===== src/rtl/des_key_pkg.sv =====
// Shared constants for the DES key schedule controller: shift schedule, FSM states, widths.
// Also holds the C/D rotation helper used by the controller.
package des_key_pkg;

    localparam int CD_W     = 28;
    localparam int SUBKEY_W = 48;
    localparam int ROUNDS   = 16;
    localparam logic [3:0] LAST_IDX = 4'(ROUNDS - 1);

    localparam logic [1:0] SHIFT [ROUNDS] = '{
        2'd1, 2'd1, 2'd2, 2'd2, 2'd2, 2'd2, 2'd2, 2'd2,
        2'd1, 2'd2, 2'd2, 2'd2, 2'd2, 2'd2, 2'd2, 2'd1
    };

    typedef enum logic {IDLE, RUN} state_t;

    // Rotate C and D halves independently by 1 or 2 positions.
    function automatic logic [2*CD_W-1:0] rot_cd(input logic [2*CD_W-1:0] cd,
                                                 input logic [1:0] n,
                                                 input logic right);
        logic [CD_W-1:0] c;
        logic [CD_W-1:0] d;
        c = cd[2*CD_W-1:CD_W];
        d = cd[CD_W-1:0];
        if (right) begin
            if (n == 2'd2) begin
                c = {c[1:0], c[CD_W-1:2]};
                d = {d[1:0], d[CD_W-1:2]};
            end else begin
                c = {c[0], c[CD_W-1:1]};
                d = {d[0], d[CD_W-1:1]};
            end
        end else begin
            if (n == 2'd2) begin
                c = {c[CD_W-3:0], c[CD_W-1:CD_W-2]};
                d = {d[CD_W-3:0], d[CD_W-1:CD_W-2]};
            end else begin
                c = {c[CD_W-2:0], c[CD_W-1]};
                d = {d[CD_W-2:0], d[CD_W-1]};
            end
        end
        return {c, d};
    endfunction

endpackage


===== src/rtl/des_pc1.sv =====
// DES Permuted Choice 1: 64-bit key (bit 1 = MSB) to 56-bit C/D (C in the upper half).
// Parity bits 8,16,...,64 are discarded.
module des_pc1 (
    input  logic [63:0] key,
    output logic [55:0] cd
);

    localparam int PC1_TAB [56] = '{
        57, 49, 41, 33, 25, 17,  9,  1, 58, 50, 42, 34, 26, 18,
        10,  2, 59, 51, 43, 35, 27, 19, 11,  3, 60, 52, 44, 36,
        63, 55, 47, 39, 31, 23, 15,  7, 62, 54, 46, 38, 30, 22,
        14,  6, 61, 53, 45, 37, 29, 21, 13,  5, 28, 20, 12,  4
    };

    for (genvar i = 0; i < 56; i++) begin : g_pc1
        assign cd[55-i] = key[64-PC1_TAB[i]];
    end

    logic unused_parity_bits;
    assign unused_parity_bits = ^{key[56], key[48], key[40], key[32],
                                  key[24], key[16], key[8], key[0]};

endmodule


===== src/rtl/des_pc2.sv =====
// DES Permuted Choice 2: 56-bit C/D (bit 1 = MSB) to 48-bit round subkey.
module des_pc2 (
    input  logic [55:0] cd,
    output logic [47:0] subkey
);

    localparam int PC2_TAB [48] = '{
        14, 17, 11, 24,  1,  5,  3, 28, 15,  6, 21, 10,
        23, 19, 12,  4, 26,  8, 16,  7, 27, 20, 13,  2,
        41, 52, 31, 37, 47, 55, 30, 40, 51, 45, 33, 48,
        44, 49, 39, 56, 34, 53, 46, 42, 50, 36, 29, 32
    };

    for (genvar i = 0; i < 48; i++) begin : g_pc2
        assign subkey[47-i] = cd[56-PC2_TAB[i]];
    end

    // C/D bits 9,18,22,25,35,38,43,54 never reach a subkey.
    logic unused_cd_bits;
    assign unused_cd_bits = ^{cd[47], cd[38], cd[34], cd[31],
                              cd[21], cd[18], cd[13], cd[2]};

endmodule


===== src/rtl/des_key_sched_ctrl.sv =====
// DES key schedule sequencer: loads a key through PC-1, then issues the 16 PC-2 subkeys
// one per handshake, forward (encrypt) or reversed via right rotations (decrypt).
module des_key_sched_ctrl
    import des_key_pkg::*;
#(
    parameter bit PARITY_CHECK = 1'b0
) (
    input  logic        clk,
    input  logic        rst,
    input  logic        key_valid,
    output logic        key_ready,
    input  logic [63:0] key_in,
    input  logic        decrypt,
    output logic        key_err,
    output logic        subkey_valid,
    input  logic        subkey_ready,
    output logic [47:0] subkey,
    output logic [3:0]  round_idx,
    output logic        last_round
);

    state_t              state;
    logic [2*CD_W-1:0]   cd;
    logic [2*CD_W-1:0]   pc1_out;
    logic                dec_r;
    logic                parity_ok;
    logic [3:0]          idx_next;
    logic [3:0]          idx_rev;

    des_pc1 u_pc1 (.key(key_in), .cd(pc1_out));
    des_pc2 u_pc2 (.cd(cd), .subkey(subkey));

    always_comb begin
        parity_ok = 1'b1;
        if (PARITY_CHECK) begin
            for (int b = 0; b < 8; b++) begin
                if (^key_in[8*b +: 8] == 1'b0) parity_ok = 1'b0;
            end
        end
    end

    assign idx_next = round_idx + 4'd1;
    assign idx_rev  = LAST_IDX - round_idx;

    always_ff @(posedge clk) begin
        if (rst) begin
            state        <= IDLE;
            cd           <= '0;
            round_idx    <= '0;
            dec_r        <= 1'b0;
            key_ready    <= 1'b1;
            subkey_valid <= 1'b0;
            key_err      <= 1'b0;
            last_round   <= 1'b0;
        end else begin
            key_err <= 1'b0;
            case (state)
                IDLE: begin
                    if (key_valid) begin
                        if (parity_ok) begin
                            // Encrypt preloads the first rotation so K1 is issued next cycle.
                            cd           <= decrypt ? pc1_out : rot_cd(pc1_out, SHIFT[0], 1'b0);
                            dec_r        <= decrypt;
                            round_idx    <= '0;
                            state        <= RUN;
                            key_ready    <= 1'b0;
                            subkey_valid <= 1'b1;
                            last_round   <= 1'b0;
                        end else begin
                            key_err <= 1'b1;
                        end
                    end
                end
                RUN: begin
                    if (subkey_ready) begin
                        if (round_idx == LAST_IDX) begin
                            round_idx    <= '0;
                            state        <= IDLE;
                            key_ready    <= 1'b1;
                            subkey_valid <= 1'b0;
                            last_round   <= 1'b0;
                        end else begin
                            cd         <= dec_r ? rot_cd(cd, SHIFT[idx_rev], 1'b1)
                                                : rot_cd(cd, SHIFT[idx_next], 1'b0);
                            round_idx  <= idx_next;
                            last_round <= (idx_next == LAST_IDX);
                        end
                    end
                end
                default: state <= IDLE;
            endcase
        end
    end

endmodule


===== config.mk =====
export PLATFORM = sky130hd
export DESIGN_NAME = des_key_sched_ctrl
export DESIGN_NICKNAME = d
export VERILOG_FILES = /design/src/rtl/des_key_pkg.sv /design/src/rtl/des_pc1.sv /design/src/rtl/des_pc2.sv /design/src/rtl/des_key_sched_ctrl.sv
export SDC_FILE = /design/constraint.sdc
export NUM_CORES = 1
export LEC_CHECK = 0
export ABC_AREA = 1
export BUFFER_PORTS_ARGS = -buffer_cell sky130_fd_sc_hd__buf_2
export CORE_MARGIN = 3
export CORE_UTILIZATION = 45
export CTS_BUF_LIST = sky130_fd_sc_hd__clkbuf_16
export DETAILED_ROUTE_END_ITERATION = 10
export PLACE_DENSITY = 0.7
export SKIP_LAST_GASP = 1
export SLEW_MARGIN = 30
export SYNTH_ARGS = -nofsm -noshare
export SYNTH_HDL_FRONTEND = slang
export SYNTH_SLANG_ARGS = --single-unit

===== constraint.sdc =====
create_clock -name clk -period 2.85 [get_ports clk]
set_clock_uncertainty 0.15 [all_clocks]
set_input_delay 0.4275 -clock clk [delete_from_list [all_inputs] [get_ports clk]]
set_output_delay 0.4275 -clock clk [all_outputs]
set_load 0.005 [all_outputs]

==> results.sh <==
export IMPL_seq_area_frac_synth_pct=20.1
export IMPL_syn_to_final_growth_pct=7.39
export IMPL_vias=7301
export IMPL_clock_latency_ns=0.35
export IMPL_setup_viol=0
export IMPL_htreeDepth=3
export IMPL_outcome="completed"
export IMPL_min_delay_start="key_valid"
export IMPL_r2r_start="round_idx[1]"
export IMPL_max_freq_mhz=411
export IMPL_switchingPower_mw=1.16
export IMPL_yosys_area_top_type="nand2_1"
export IMPL_fin_crit_sh_pct=85.3
export IMPL_grt_overflow_total=0
export IMPL_synthXorXnorAreaFrac_pct=0
export IMPL_drt_iter0_drc=754
export IMPL_postSynthAreaPerCell_um2=5.37
export IMPL_syn_inst=1205
export IMPL_hold_ws_ns=0.168
export IMPL_cp_depth=11
export IMPL_maxCapViolations=0
export IMPL_final_setup_tns_ns=0
export IMPL_tightest_slew_ns=0.717
export IMPL_ys_warn_count=0
export IMPL_irDropWorstVdd_mv=0.296
export IMPL_hold_buffers=0
export IMPL_hold_viol=0
export IMPL_syn_num_nets=1280
export IMPL_synth_compound_area_share_pct=18.4
export IMPL_crit_fanout=42
export IMPL_crit_required_ns=2.94
export IMPL_gp_congestion=0.838
export IMPL_initial_utilization_pct=46.2
export IMPL_grt_max_degree=80
export IMPL_final_nets=1285
export IMPL_synth_top_family_by_area="simple AND/OR/NAND/NOR gates"
export IMPL_port_buffers=115
export IMPL_drt_vias_per_instance=5.23
export IMPL_intPower_mw=2.02
export IMPL_synth_area_um2=6470
export IMPL_root_buffer="clkbuf_16"
export IMPL_ff2ff_path_depth=11
export IMPL_drc_errors=0
export IMPL_power_density_cell_area_nw_per_um2=458
export IMPL_maxSlewHeadroom_pct=52.2
export IMPL_tritoncts="done"
export IMPL_crit_chain="ha_1, inv_1, nand3_1, nand3_4, nand2_1, buf_4, a21oi_1, o21ai_0, nand2_1, nand2_1, a21oi_1"
export IMPL_rsz0062_at_grt="no"
export IMPL_hold_class="in2reg"
export IMPL_cts_sink_count=65
export IMPL_synthMuxAreaShare_pct=0
export IMPL_drive_gt1_share_pct=13.3
export IMPL_cts_buffers=9
export IMPL_final_max_slew_violation_count=0
export IMPL_drt_pass1_iter_count=7
export IMPL_synthAdderAreaFrac_pct=1.16
export IMPL_drt_wl_total_um=19200
export IMPL_ys_ff_latch=65
export IMPL_grt_usage_pct=24.0
export IMPL_synth_area_leaders="nand2_1, dfxtp_1, nand3_1"
export IMPL_p_leak_nw=3.60
export IMPL_yosys_area_share_simple_pct=39.2
export IMPL_worst_path_buf_inv=2
export IMPL_fp_dieH_um=126
export IMPL_cpMostUsedCell="nand2_1"
export IMPL_drtAntennaViolNets=0
export IMPL_dieArea_um2=15800
export IMPL_start_kind="flop"
export IMPL_fillers=1564
export IMPL_clkSlewWorstSetupHoldPaths_ns=0.06
export IMPL_grt_pass1_wl_um=32100
export IMPL_n_antenna_cell=0
export IMPL_switching_share_pct=36.3
export IMPL_p_seq_share_pct=33.7
export IMPL_hpwl_um=12700
export IMPL_critPathMaxStageDelay_ns=0.55
export IMPL_crit_start="round_idx[1]"
export IMPL_worst_ep_arrival_time_ns=2.52
export IMPL_hold_depth=3
export IMPL_ios=125
export IMPL_cts_buffer_depth=2
export IMPL_die_w_um=126
export IMPL_core_area_um2=14000
export IMPL_endpoint_kind="flop"
export IMPL_finalCriticalPeriod_ns=2.43
export IMPL_antenna_found_initial=0
export IMPL_wire_per_inst_um=13.8
export IMPL_critPathSlowestCell="dfxtp_1"
export IMPL_critPathTopFamily="simple AND/OR/NAND/NOR gates"
export IMPL_core_rowCount=43
export IMPL_power_frac_clock_pct=35.2
export IMPL_pwr_share_comb_pct=31.1
export IMPL_first_global_vias=6251
export IMPL_crit_type="reg2reg"
export IMPL_yosysTopAreaCellShare_pct=20.4
export IMPL_netlist_cell_type_count=23
[state kept, by name, summed over array words and instances (netlist names)]
name / cells
last_round: 1
round_idx: 4
dec_r: 1
state: 1
cd: 56
subkey_valid: 1
key_ready: 1
[synthesized netlist by cell type, drive strengths merged]
| cell | count |
|---|---|
| a211oi | 1 |
| a21oi | 124 |
| buf | 100 |
| clkbuf | 40 |
| clkinv | 3 |
| conb | 1 |
| dfxtp | 65 |
| ha | 6 |
| inv | 143 |
| nand2 | 354 |
| nand3 | 176 |
| nand4 | 2 |
| nor2 | 78 |
| o21ai | 112 |
[tightest hold or removal path: cells and delay by family]
kind                   cells  cell delay [ns]
AND/OR/NAND/NOR            2             0.11
buffers and inverters      1             0.09
[per-layer routing]
| metal | up-vias | global-route usage (%) | routed length [µm] |
|---|---|---|---|
| li1 | 3782 | - | - |
| met1 | 3143 | 37.6 | 9490 |
| met2 | 356 | 33.6 | 7660 |
| met3 | 20 | 3.73 | 1830 |
| met4 | 0 | 6.94 | 212 |
| met5 | - | 0 | 0 |
[cell usage in the layout, fill, tap and decap left out, drive strengths merged]
cell type	count
nand3	176
bufinv	1
clkinv	7
dfxtp	65
inv	144
conb	1
nor2	78
buf	134
clkbuf	9
a21oi	124
a211oi	1
ha	6
o21ai	112
nand2	354
clkinvlp	1
nand4	2
[final timing paths]
kind	end	slack, ns
min	state	0.17
min reg2reg	cd[2]	0.32
max	cd[20]	0.42
max reg2reg	cd[20]	0.42
[repair_timing]
item	in CTS	in global routing
setup endpoints to repair	0	16
setup buffers	0	0
gates resized for setup	0	1
[power groups by stage]
stage / Sequential, mW / Clock, mW / Combinational [mW]
2_1_floorplan: 1.06 / 0 / 0.795
3_3_place_gp: 1.09 / 0 / 0.968
3_5_place_dp: 1.09 / 0 / 0.978
4_1_cts: 1.07 / 1.12 / 0.982
5_1_grt: 1.09 / 1.15 / 1.14
6_report: 1.07 / 1.12 / 0.990
[area by class of cell]
| class | count | area (µm²) | share of cell area [%] |
|---|---|---|---|
| repair buffers | 134 | 768 | 11.1 |
| flip-flops and latches | 65 | 1300 | 18.8 |
| clock buffers | 9 | 225 | 3.24 |
| inverters | 146 | 548 | 7.89 |
| clock inverters | 7 | 61.3 | 0.883 |
| well taps | 180 | 225 | 3.24 |
| multi-input cells | 854 | 3820 | 54.9 |
[cell families after synthesis]
family	after synthesis
buffers and inverters	286
AO/OA/AOI/OAI	237
other	1
adder cells (fa/ha/maj)	6
flip-flops	65
AND/OR/NAND/NOR	610
[per-stage QoR]
stage               instances  utilization, %  cell area (µm²)  setup WS [ns]  total power, mW
CTS                      1395            49.6             6940          0.294             3.17
detailed placement       1379            47.6             6650          0.317             2.07
global placement         1379            47.6             6650          0.392             2.06
global route             1395            49.7             6950         0.0957             3.37
floorplan                1205               -             6470          0.937             1.86
finish                   1395            49.7             6950          0.418             3.18
Power figures use the tool's default switching activity.
